===== config.mk =====
export PLATFORM = sky130hd
export DESIGN_NAME = irq_ctrl
export DESIGN_NICKNAME = d
export VERILOG_FILES = /design/src/rtl/irq_ctrl_pkg.sv /design/src/rtl/irq_ctrl_sync2.sv /design/src/rtl/irq_ctrl.sv
export SDC_FILE = /design/constraint.sdc
export NUM_CORES = 1
export LEC_CHECK = 0
export ABC_AREA = 0
export CORE_MARGIN = 4
export CORE_UTILIZATION = 29
export CTS_CLUSTER_SIZE = 12
export DETAILED_ROUTE_END_ITERATION = 16
export PLACE_DENSITY = 0.88
export SLEW_MARGIN = 0
export SYNTH_ARGS = -nofsm -noshare
export SYNTH_HDL_FRONTEND = slang
export SYNTH_HIERARCHICAL = 1
export SYNTH_SLANG_ARGS = --single-unit
export TNS_END_PERCENT = 10

===== constraint.sdc =====
create_clock -name clk -period 1.6 [get_ports clk]
set_clock_uncertainty 0.2 [all_clocks]
set_input_delay 0.32 -clock clk [delete_from_list [all_inputs] [get_ports clk]]
set_output_delay 0.32 -clock clk [all_outputs]
set_load 0.005 [all_outputs]

===== src/rtl/irq_ctrl_pkg.sv =====
// Shared constants, types and priority helpers for the machine-mode interrupt controller.
package irq_ctrl_pkg;

  localparam logic [11:0] CSR_MSTATUS = 12'h300;
  localparam logic [11:0] CSR_MIE     = 12'h304;
  localparam logic [11:0] CSR_MIP     = 12'h344;

  localparam int BIT_MIE  = 3;
  localparam int BIT_MPIE = 7;
  localparam int BIT_MSI  = 3;
  localparam int BIT_MTI  = 7;
  localparam int BIT_MEI  = 11;

  localparam logic [31:0] CAUSE_MEI = 32'h8000_000B;
  localparam logic [31:0] CAUSE_MSI = 32'h8000_0003;
  localparam logic [31:0] CAUSE_MTI = 32'h8000_0007;

  typedef enum logic {
    ST_IDLE = 1'b0,
    ST_REQ  = 1'b1
  } irq_state_e;

  typedef struct packed {
    logic mei;
    logic msi;
    logic mti;
  } irq_pend_t;

  function automatic logic [31:0] prio_cause(input irq_pend_t p);
    logic [31:0] c;
    if (p.mei) begin
      c = CAUSE_MEI;
    end else if (p.msi) begin
      c = CAUSE_MSI;
    end else if (p.mti) begin
      c = CAUSE_MTI;
    end else begin
      c = 32'h0;
    end
    return c;
  endfunction

  // True while the source behind a latched cause is still gated-pending.
  function automatic logic src_live(input logic [31:0] cause, input irq_pend_t p);
    logic v;
    case (cause)
      CAUSE_MEI: v = p.mei;
      CAUSE_MSI: v = p.msi;
      CAUSE_MTI: v = p.mti;
      default:   v = 1'b0;
    endcase
    return v;
  endfunction

endpackage


===== src/rtl/irq_ctrl_sync2.sv =====
// irq_sync2: two-flop level synchroniser, asynchronously reset to 0.
module irq_sync2 (
  input  logic i_clk,
  input  logic i_rst,
  input  logic i_d,
  output logic o_q
);

  logic r_meta;
  logic r_sync;

  // Synchroniser chain.
  always_ff @(posedge i_clk or posedge i_rst) begin
    if (i_rst) begin
      r_meta <= 1'b0;
      r_sync <= 1'b0;
    end else begin
      r_meta <= i_d;
      r_sync <= r_meta;
    end
  end

  assign o_q = r_sync;

endmodule


===== src/rtl/irq_ctrl.sv =====
// irq_ctrl: machine-mode interrupt controller owning mstatus.MIE/MPIE, mie and mip.
// Define IRQ_CTRL_EXT_SYNC_EN to pass irq_ext through a 2-flop synchroniser.
module irq_ctrl
  import irq_ctrl_pkg::*;
(
  input  logic        clk,
  input  logic        reset,
  input  logic        irq_mtimecmp,
  input  logic        irq_ext,
  input  logic [11:0] csr_addr,
  input  logic        csr_we,
  input  logic [31:0] csr_wdata,
  output logic [31:0] csr_rdata,
  output logic        int_req,
  output logic [31:0] int_cause,
  input  logic        int_ack,
  input  logic        mret
);

  logic        w_ext;
  logic        r_mstatus_mie;
  logic        r_mstatus_mpie;
  logic        r_msie;
  logic        r_mtie;
  logic        r_meie;
  logic        r_msip;
  logic        r_mtip;
  logic        r_meip;
  irq_state_e  r_state;
  irq_state_e  w_next_state;
  logic        r_int_req;
  logic [31:0] r_int_cause;
  logic [31:0] w_next_cause;
  logic        w_ack_take;
  irq_pend_t   w_pend;
  logic        w_wr_mstatus;
  logic        w_wr_mie;
  logic        w_wr_mip;
  logic [31:0] w_rdata;
  logic        w_unused;

`ifdef IRQ_CTRL_EXT_SYNC_EN
  irq_sync2 u_ext_sync (
    .i_clk (clk),
    .i_rst (reset),
    .i_d   (irq_ext),
    .o_q   (w_ext)
  );
`else
  assign w_ext = irq_ext;
`endif

  assign w_wr_mstatus = csr_we && (csr_addr == CSR_MSTATUS);
  assign w_wr_mie     = csr_we && (csr_addr == CSR_MIE);
  assign w_wr_mip     = csr_we && (csr_addr == CSR_MIP);

  assign w_pend.mei = r_mstatus_mie & r_meip & r_meie;
  assign w_pend.msi = r_mstatus_mie & r_msip & r_msie;
  assign w_pend.mti = r_mstatus_mie & r_mtip & r_mtie;

  assign w_unused = ^{csr_wdata[31:12], csr_wdata[10:8], csr_wdata[6:4], csr_wdata[2:0]};

  // mstatus: trap entry beats mret, which beats a CSR write.
  always_ff @(posedge clk or posedge reset) begin
    if (reset) begin
      r_mstatus_mie  <= 1'b0;
      r_mstatus_mpie <= 1'b0;
    end else if (w_ack_take) begin
      r_mstatus_mpie <= r_mstatus_mie;
      r_mstatus_mie  <= 1'b0;
    end else if (mret) begin
      r_mstatus_mie  <= r_mstatus_mpie;
      r_mstatus_mpie <= 1'b1;
    end else if (w_wr_mstatus) begin
      r_mstatus_mie  <= csr_wdata[BIT_MIE];
      r_mstatus_mpie <= csr_wdata[BIT_MPIE];
    end
  end

  // mie enables and mip pending bits.
  always_ff @(posedge clk or posedge reset) begin
    if (reset) begin
      r_msie <= 1'b0;
      r_mtie <= 1'b0;
      r_meie <= 1'b0;
      r_msip <= 1'b0;
      r_mtip <= 1'b0;
      r_meip <= 1'b0;
    end else begin
      r_mtip <= irq_mtimecmp;
      r_meip <= w_ext;
      if (w_wr_mie) begin
        r_msie <= csr_wdata[BIT_MSI];
        r_mtie <= csr_wdata[BIT_MTI];
        r_meie <= csr_wdata[BIT_MEI];
      end
      if (w_wr_mip) begin
        r_msip <= csr_wdata[BIT_MSI];
      end
    end
  end

  // FSM state and registered request outputs.
  always_ff @(posedge clk or posedge reset) begin
    if (reset) begin
      r_state     <= ST_IDLE;
      r_int_req   <= 1'b0;
      r_int_cause <= 32'h0;
    end else begin
      r_state     <= w_next_state;
      r_int_req   <= (w_next_state == ST_REQ);
      r_int_cause <= w_next_cause;
    end
  end

  // Next state: latch cause once, then wait for ack or withdraw.
  always_comb begin
    w_next_state = r_state;
    w_next_cause = r_int_cause;
    w_ack_take   = 1'b0;
    case (r_state)
      ST_IDLE: begin
        if (|w_pend) begin
          w_next_state = ST_REQ;
          w_next_cause = prio_cause(w_pend);
        end else begin
          w_next_state = ST_IDLE;
        end
      end
      ST_REQ: begin
        if (int_ack) begin
          w_ack_take   = 1'b1;
          w_next_state = ST_IDLE;
        end else if (!src_live(r_int_cause, w_pend)) begin
          w_next_state = ST_IDLE;
        end else begin
          w_next_state = ST_REQ;
        end
      end
      default: begin
        w_next_state = ST_IDLE;
      end
    endcase
  end

  // CSR read mux.
  always_comb begin
    w_rdata = 32'h0;
    case (csr_addr)
      CSR_MSTATUS: begin
        w_rdata[BIT_MIE]  = r_mstatus_mie;
        w_rdata[BIT_MPIE] = r_mstatus_mpie;
      end
      CSR_MIE: begin
        w_rdata[BIT_MSI] = r_msie;
        w_rdata[BIT_MTI] = r_mtie;
        w_rdata[BIT_MEI] = r_meie;
      end
      CSR_MIP: begin
        w_rdata[BIT_MSI] = r_msip;
        w_rdata[BIT_MTI] = r_mtip;
        w_rdata[BIT_MEI] = r_meip;
      end
      default: begin
        w_rdata = 32'h0;
      end
    endcase
  end

  assign csr_rdata = w_rdata;
  assign int_req   = r_int_req;
  assign int_cause = r_int_cause;

endmodule


==> results_dict.tcl, run 1 <==
set metrics [dict create \
    ir_drop_uv 372 \
    core_area_mm2 0.00366 \
    htreeDepth 1 \
    powerDensity_mw_per_mm2 552 \
    num_vias 810 \
    clockBufferDepth 2 \
    synth_area_per_cell_um2 8.79 \
    wl_um 2280 \
    criticalPathCategory "in2out" \
    drive_gt1_frac 0.230 \
    dp_cells 207 \
    io_buffer_count 30 \
    swShare 0.254 \
    hold_path_class "in2async" \
    grt-ovfl-total 0 \
    synth_cell_types 27 \
    hpwl_um 1960 \
    final_cell_mix "56 x conb_1, 12 x dfrtp_1, 11 x dlygate4sd2_1, 11 x buf_4, 9 x clkdlybuf4s50_1" \
    cts-root-buf "clkbuf_8" \
    grt_pass1_vias 770 \
    ys_seq_area_frac 0.273 \
    arrival_ps 1330 \
    route.detailed.drc 0 \
    max_cap_violations 0 \
    cts_buffers 3 \
    place.gp.congestion 0.743 \
    fin_crit_sh 1.16 \
    io_pins 116 \
    p_leak_uw 0.000717 \
    rsz0062_at_grt "yes" \
    globalRouteTotalUtil 0.0877 \
    violations "setup timing" \
    power.internal_uw 552 \
    n_antenna_cell 0 \
    drtAntennaViolNets 0 \
    crit_path_max_fanout 2 \
    nets 218 \
    hold-worst-slack_ps 189 \
    grt_start_max_net_pins 13 \
    routed_via_density 3.80 \
    endpoint_kind "output pin" \
    max_freq_mhz 540 \
    netlist_area_mm2 0.00110 \
    antenna_found_initial 0 \
    wl_per_cell_um 10.7 \
    ys_warn_count 6 \
    nFillCells 382 \
    drv_slew 0 \
    cts_hold_buf 0 \
    setup_violations 7 \
    drtPass1Iterations 4 \
    die_h_um 69.5 \
    drtIter0Drc 14 \
    power.share.sequential 0.435 \
    status "finished with violations" \
    clock-sinks 12 \
    layout.cells.non_filler 213 \
    die_x_um 69.5 \
    clkTransAtPathRegs_ps 50 \
    layout_commonest_cell "conb_1" \
    clock_power_share 0.355 \
    initial_core_util 0.300 \
    rows 22 \
    p_switching_uw 188 \
    setup_ws_ps -253 \
    yosys_register_bits 12 \
    combPwrFrac 0.211 \
    area_delta_synth_final_pct 22.2 \
    worstSkewPairLatency_ps 230 \
    hold_violations 0 \
    required_ps 1080 \
    critPathLaunchType "input port" \
    cts_tree "built" \
    synth_cells 125 \
    grt_pass1_wl_um 3490 \
    die_area_mm2 0.00484 \
    period_needed_ps 1850 \
]
## metal layers
layer | GRT usage | share of wire | up-vias
li1 | - | - | 387
met1 | 0.0917 | 0.35 | 374
met2 | 0.172 | 0.55 | 44
met3 | 0.0145 | 0.081 | 5
met4 | 0.0325 | 0.013 | 0
met5 | 0 | 0 | -
## flip-flops by register name (all words and copies together), names as in the netlist
signal / flops
r_msie: 1
r_mtie: 1
r_meie: 1
r_meip: 1
int_req: 1
r_mstatus_mpie: 1
r_mstatus_mie: 1
int_cause: 3
r_msip: 1
r_mtip: 1
## layout make-up
| cell class | count | area, µm² | area share |
|---|---|---|---|
| clock buffer | 3 | 41.3 | 0.0308 |
| inverter | 2 | 7.51 | 0.00559 |
| timing repair buffer | 42 | 354 | 0.264 |
| tap | 48 | 60.1 | 0.0447 |
| sequential | 12 | 300 | 0.224 |
| multi-input combinational | 106 | 579 | 0.431 |
## cells in the mapped netlist
library cell / instances / area, µm²
conb_1: 1 / 3.75
inv_1: 2 / 7.51
a31oi_1: 4 / 25.0
nor2_1: 9 / 33.8
a21o_1: 1 / 7.51
a41o_2: 1 / 11.3
or2_2: 1 / 6.26
and4bb_2: 1 / 12.5
and4b_4: 1 / 13.8
buf_2: 1 / 5.00
a21oi_1: 2 / 10.0
mux2i_1: 3 / 30.0
a211oi_1: 1 / 7.51
nand2_1: 8 / 30.0
o21ai_0: 1 / 5.00
o221ai_1: 1 / 8.76
nand4_1: 2 / 12.5
mux2_2: 5 / 56.3
nor4_4: 1 / 21.3
o22ai_1: 2 / 12.5
buf_4: 58 / 435
clkbuf_1: 1 / 3.75
nand2b_1: 1 / 6.26
dfrtp_1: 12 / 300
nand3_1: 2 / 10.0
and3_2: 2 / 15.0
nor3b_1: 1 / 7.51
## worst max-delay path, stage by stage
cell	delay [ps]
buf_6	100
nor4_4	310
buf_4	170
and3_4	180
and3_4	180
buf_6	90
## stage by stage
step           TNS, ps  utilization  instance area, µm²  power, µW  setup WS (ps)
6_report         -1270        0.367                1340        741           -253
2_1_floorplan     -323            -                1320        501           -107
5_1_grt          -1640        0.367                1340        794           -303
4_1_cts          -1130        0.367                1340        750           -231
3_3_place_gp     -5690        0.356                1300        488           -921
3_5_place_dp     -5810        0.356                1300        492           -944
## kinds of logic after synthesis
family                 count (synthesis)  share of synthesized area
other                                  1                    0.00341
AND/OR/NAND/NOR                       29                      0.154
buffers and inverters                 62                      0.411
multiplexers                           8                     0.0786
flip-flops                            12                      0.273
AO/OA/AOI/OAI                         13                     0.0797
## power by group through the flow
stage / Sequential, µW / Combinational, µW / Clock (µW)
finish: 322 / 156 / 263
global placement: 327 / 161 / 0
detailed placement: 327 / 164 / 0
CTS: 322 / 153 / 274
global route: 323 / 174 / 297
floorplan: 328 / 173 / 0
## final timing paths
path	from	endpoint	slack, ps	cells past startpoint
hold reg to reg	int_cause[1]	int_cause[1]	340	1
hold / removal	reset	r_mtip	190	2
setup / recovery	csr_addr[3]	csr_rdata[11]	-250	6
min in group clk	irq_mtimecmp	r_mtip	320	1
setup reg to reg	r_meie	int_cause[1]	230	4
max in group asynchronous	reset	r_mstatus_mie	700	2
## what timing repair did
action / in CTS / in global routing
resized for setup: 55 / 0
gates cloned: 0 / 0
pin swaps: 7 / 1
setup endpoints to repair: 15 / 9
buffers inserted: 3 / 0
hold endpoints to repair: 0 / 0
Note: power is estimated with default switching activity, not from simulation.
==> inputs of run 2 (changes only) <==
- CELL_PAD_IN_SITES_DETAIL_PLACEMENT: unset -> 0
- CELL_PAD_IN_SITES_GLOBAL_PLACEMENT: unset -> 1
- CORE_UTILIZATION: 29 -> 18
- PLACE_DENSITY: 0.88 -> 0.85
- clock period: 1.6 -> 2.1 ns (I/O delays scaled with it)
==> run 2 against run 1 <==
  * Final area grew 2.5%
  * Wire length grew 4.3%
  * Hold slack gained 110 ps
  * Die area grew 53%
  * Combinational power shrank 26%
  * The flow now finishes without violations
  * Highest routed layer unchanged
  * Utilization shrank 13 points
  * Register-to-register slack gained 540 ps
  * Critical endpoint unchanged
  * Global-route usage shrank 2.9 points
  * Sequential share of layout area shrank 0.55 points
  * Via count shrank 1.9%
==> results_dict.tcl, run 2 (synthesized netlist as in run 1, its figures left out) <==
set metrics [dict create \
    setup_violations 0 \
    globalRouteTotalUtil 0.0585 \
    finalPower_uw 615 \
    r2r_cells 3 \
    path_buf_inv 2 \
    dp_slack_ps -615 \
    wl_um 2380 \
    die_area_mm2 0.00742 \
    drtAntennaViolNets 0 \
    p_leak_uw 0.000672 \
    utilization 0.232 \
    initial_core_util 0.186 \
    layout_commonest_cell "conb_1" \
    status "finished clean" \
    nFillCells 657 \
    endpoint_kind "output pin" \
    grt_pass1_vias 712 \
    n_antenna_cell 0 \
    max_cap_violations 0 \
    area_delta_synth_final_pct 25.3 \
    routed_via_density 3.37 \
    drtPass1Iterations 4 \
    nets 213 \
    hold_violations 0 \
    arrival_ps 1470 \
    reg2reg_to "int_cause[3]" \
    htreeDepth 1 \
    max_freq_mhz 479 \
    io_pins 116 \
    cp_common_cell "and3_4" \
    io_buffer_count 30 \
    criticalPathCategory "in2out" \
    ir_drop_uv 292 \
    crit_chain "clkdlybuf4s15_1 > nor4_4 > and3_4 > and3_4 > buf_6" \
    required_ps 1480 \
    fin_crit_sh 0.995 \
    rows 28 \
    rsz0062_at_grt "yes" \
    crit_path_max_fanout 3 \
    wl_per_cell_um 10.1 \
    cts-root-buf "clkbuf_8" \
    grt_start_max_net_pins 13 \
    clkTransAtPathRegs_ps 60 \
    cpLargestDelayFamily "simple AND/OR/NAND/NOR gates" \
    grt_pass1_wl_um 3400 \
    setup_ws_ps 10.7 \
    grt-ovfl-total 0 \
    rrSetupSlack_ps 770 \
    num_vias 795 \
    antenna_found_initial 0 \
    clock-sinks 12 \
    die_x_um 86.1 \
    drive_gt1_frac 0.180 \
    powerDensity_mw_per_mm2 447 \
    fin_tns_setup_ps 0 \
    drtIter0Drc 33 \
    cts_tree "built" \
    route.detailed.drc 0 \
    cts_buffers 3 \
    largest_reg_flops 3 \
    slowest_stage "nor4_4" \
    critPathLaunchType "input port" \
    final_cell_mix "56 x conb_1, 16 x clkdlybuf4s50_1, 12 x dfrtp_1" \
    worstSkewPairLatency_ps 240 \
    rr_startpoint "int_req" \
    period_needed_ps 2090 \
    clockBufferDepth 2 \
    place.gp.congestion 0.706 \
    die_h_um 86.1 \
    hold_path_class "in2async" \
    hpwl_um 2060 \
    core_area_mm2 0.00592 \
    max_stage_delay_ps 340 \
    drv_slew 0 \
]
[run 2: where the power goes]
group	switching, µW	internal [µW]	total (µW)
Combinational	58.5	57.3	116
Clock	84.6	165	250
Sequential	9.96	239	249
Total	153	462	615
[run 2: metrics by stage]
| step | cells | area, µm² | hold slack (ps) |
|---|---|---|---|
| after global routing | 236 | 1380 | 377 |
| after floorplan | 180 | 1310 | 84.7 |
| final | 236 | 1380 | 301 |
| after detailed placement | 228 | 1280 | 335 |
| after global placement | 228 | 1280 | 329 |
| after CTS | 236 | 1380 | 330 |
[run 2: timing repair]
| action | in CTS | in global routing |
|---|---|---|
| pin swaps | 5 | 5 |
| setup buffers | 4 | 0 |
| resized for setup | 29 | 3 |
| hold buffers | 0 | 0 |
| endpoints found under the setup margin | 6 | 3 |
[run 2: worst max-delay path by stage]
stage,start,to,slack [ps],cells after the start
after floorplan,csr_addr[10],r_meie,290,4
after global placement,csr_addr[10],csr_rdata[11],-610,5
after detailed placement,csr_addr[10],csr_rdata[11],-620,5
after CTS,csr_addr[0],csr_rdata[11],4,5
after global routing,csr_addr[0],csr_rdata[11],-30,5
final,csr_addr[0],csr_rdata[11],10,5
[run 2: layout make-up]
type                    instances  area, µm²  area share
clock buffers                   4       55.1      0.0400
inverters                       2       7.51     0.00545
multi-input cells             106        571       0.415
flip-flops and latches         12        300       0.218
well taps                      75       93.8      0.0682
repair buffers                 37        349       0.254
[run 2: per-layer routing]
metal,track usage,wire length [µm]
met1,0.0657,864
met2,0.107,1240
met3,0.0183,254
met4,0.0129,18
met5,0,0
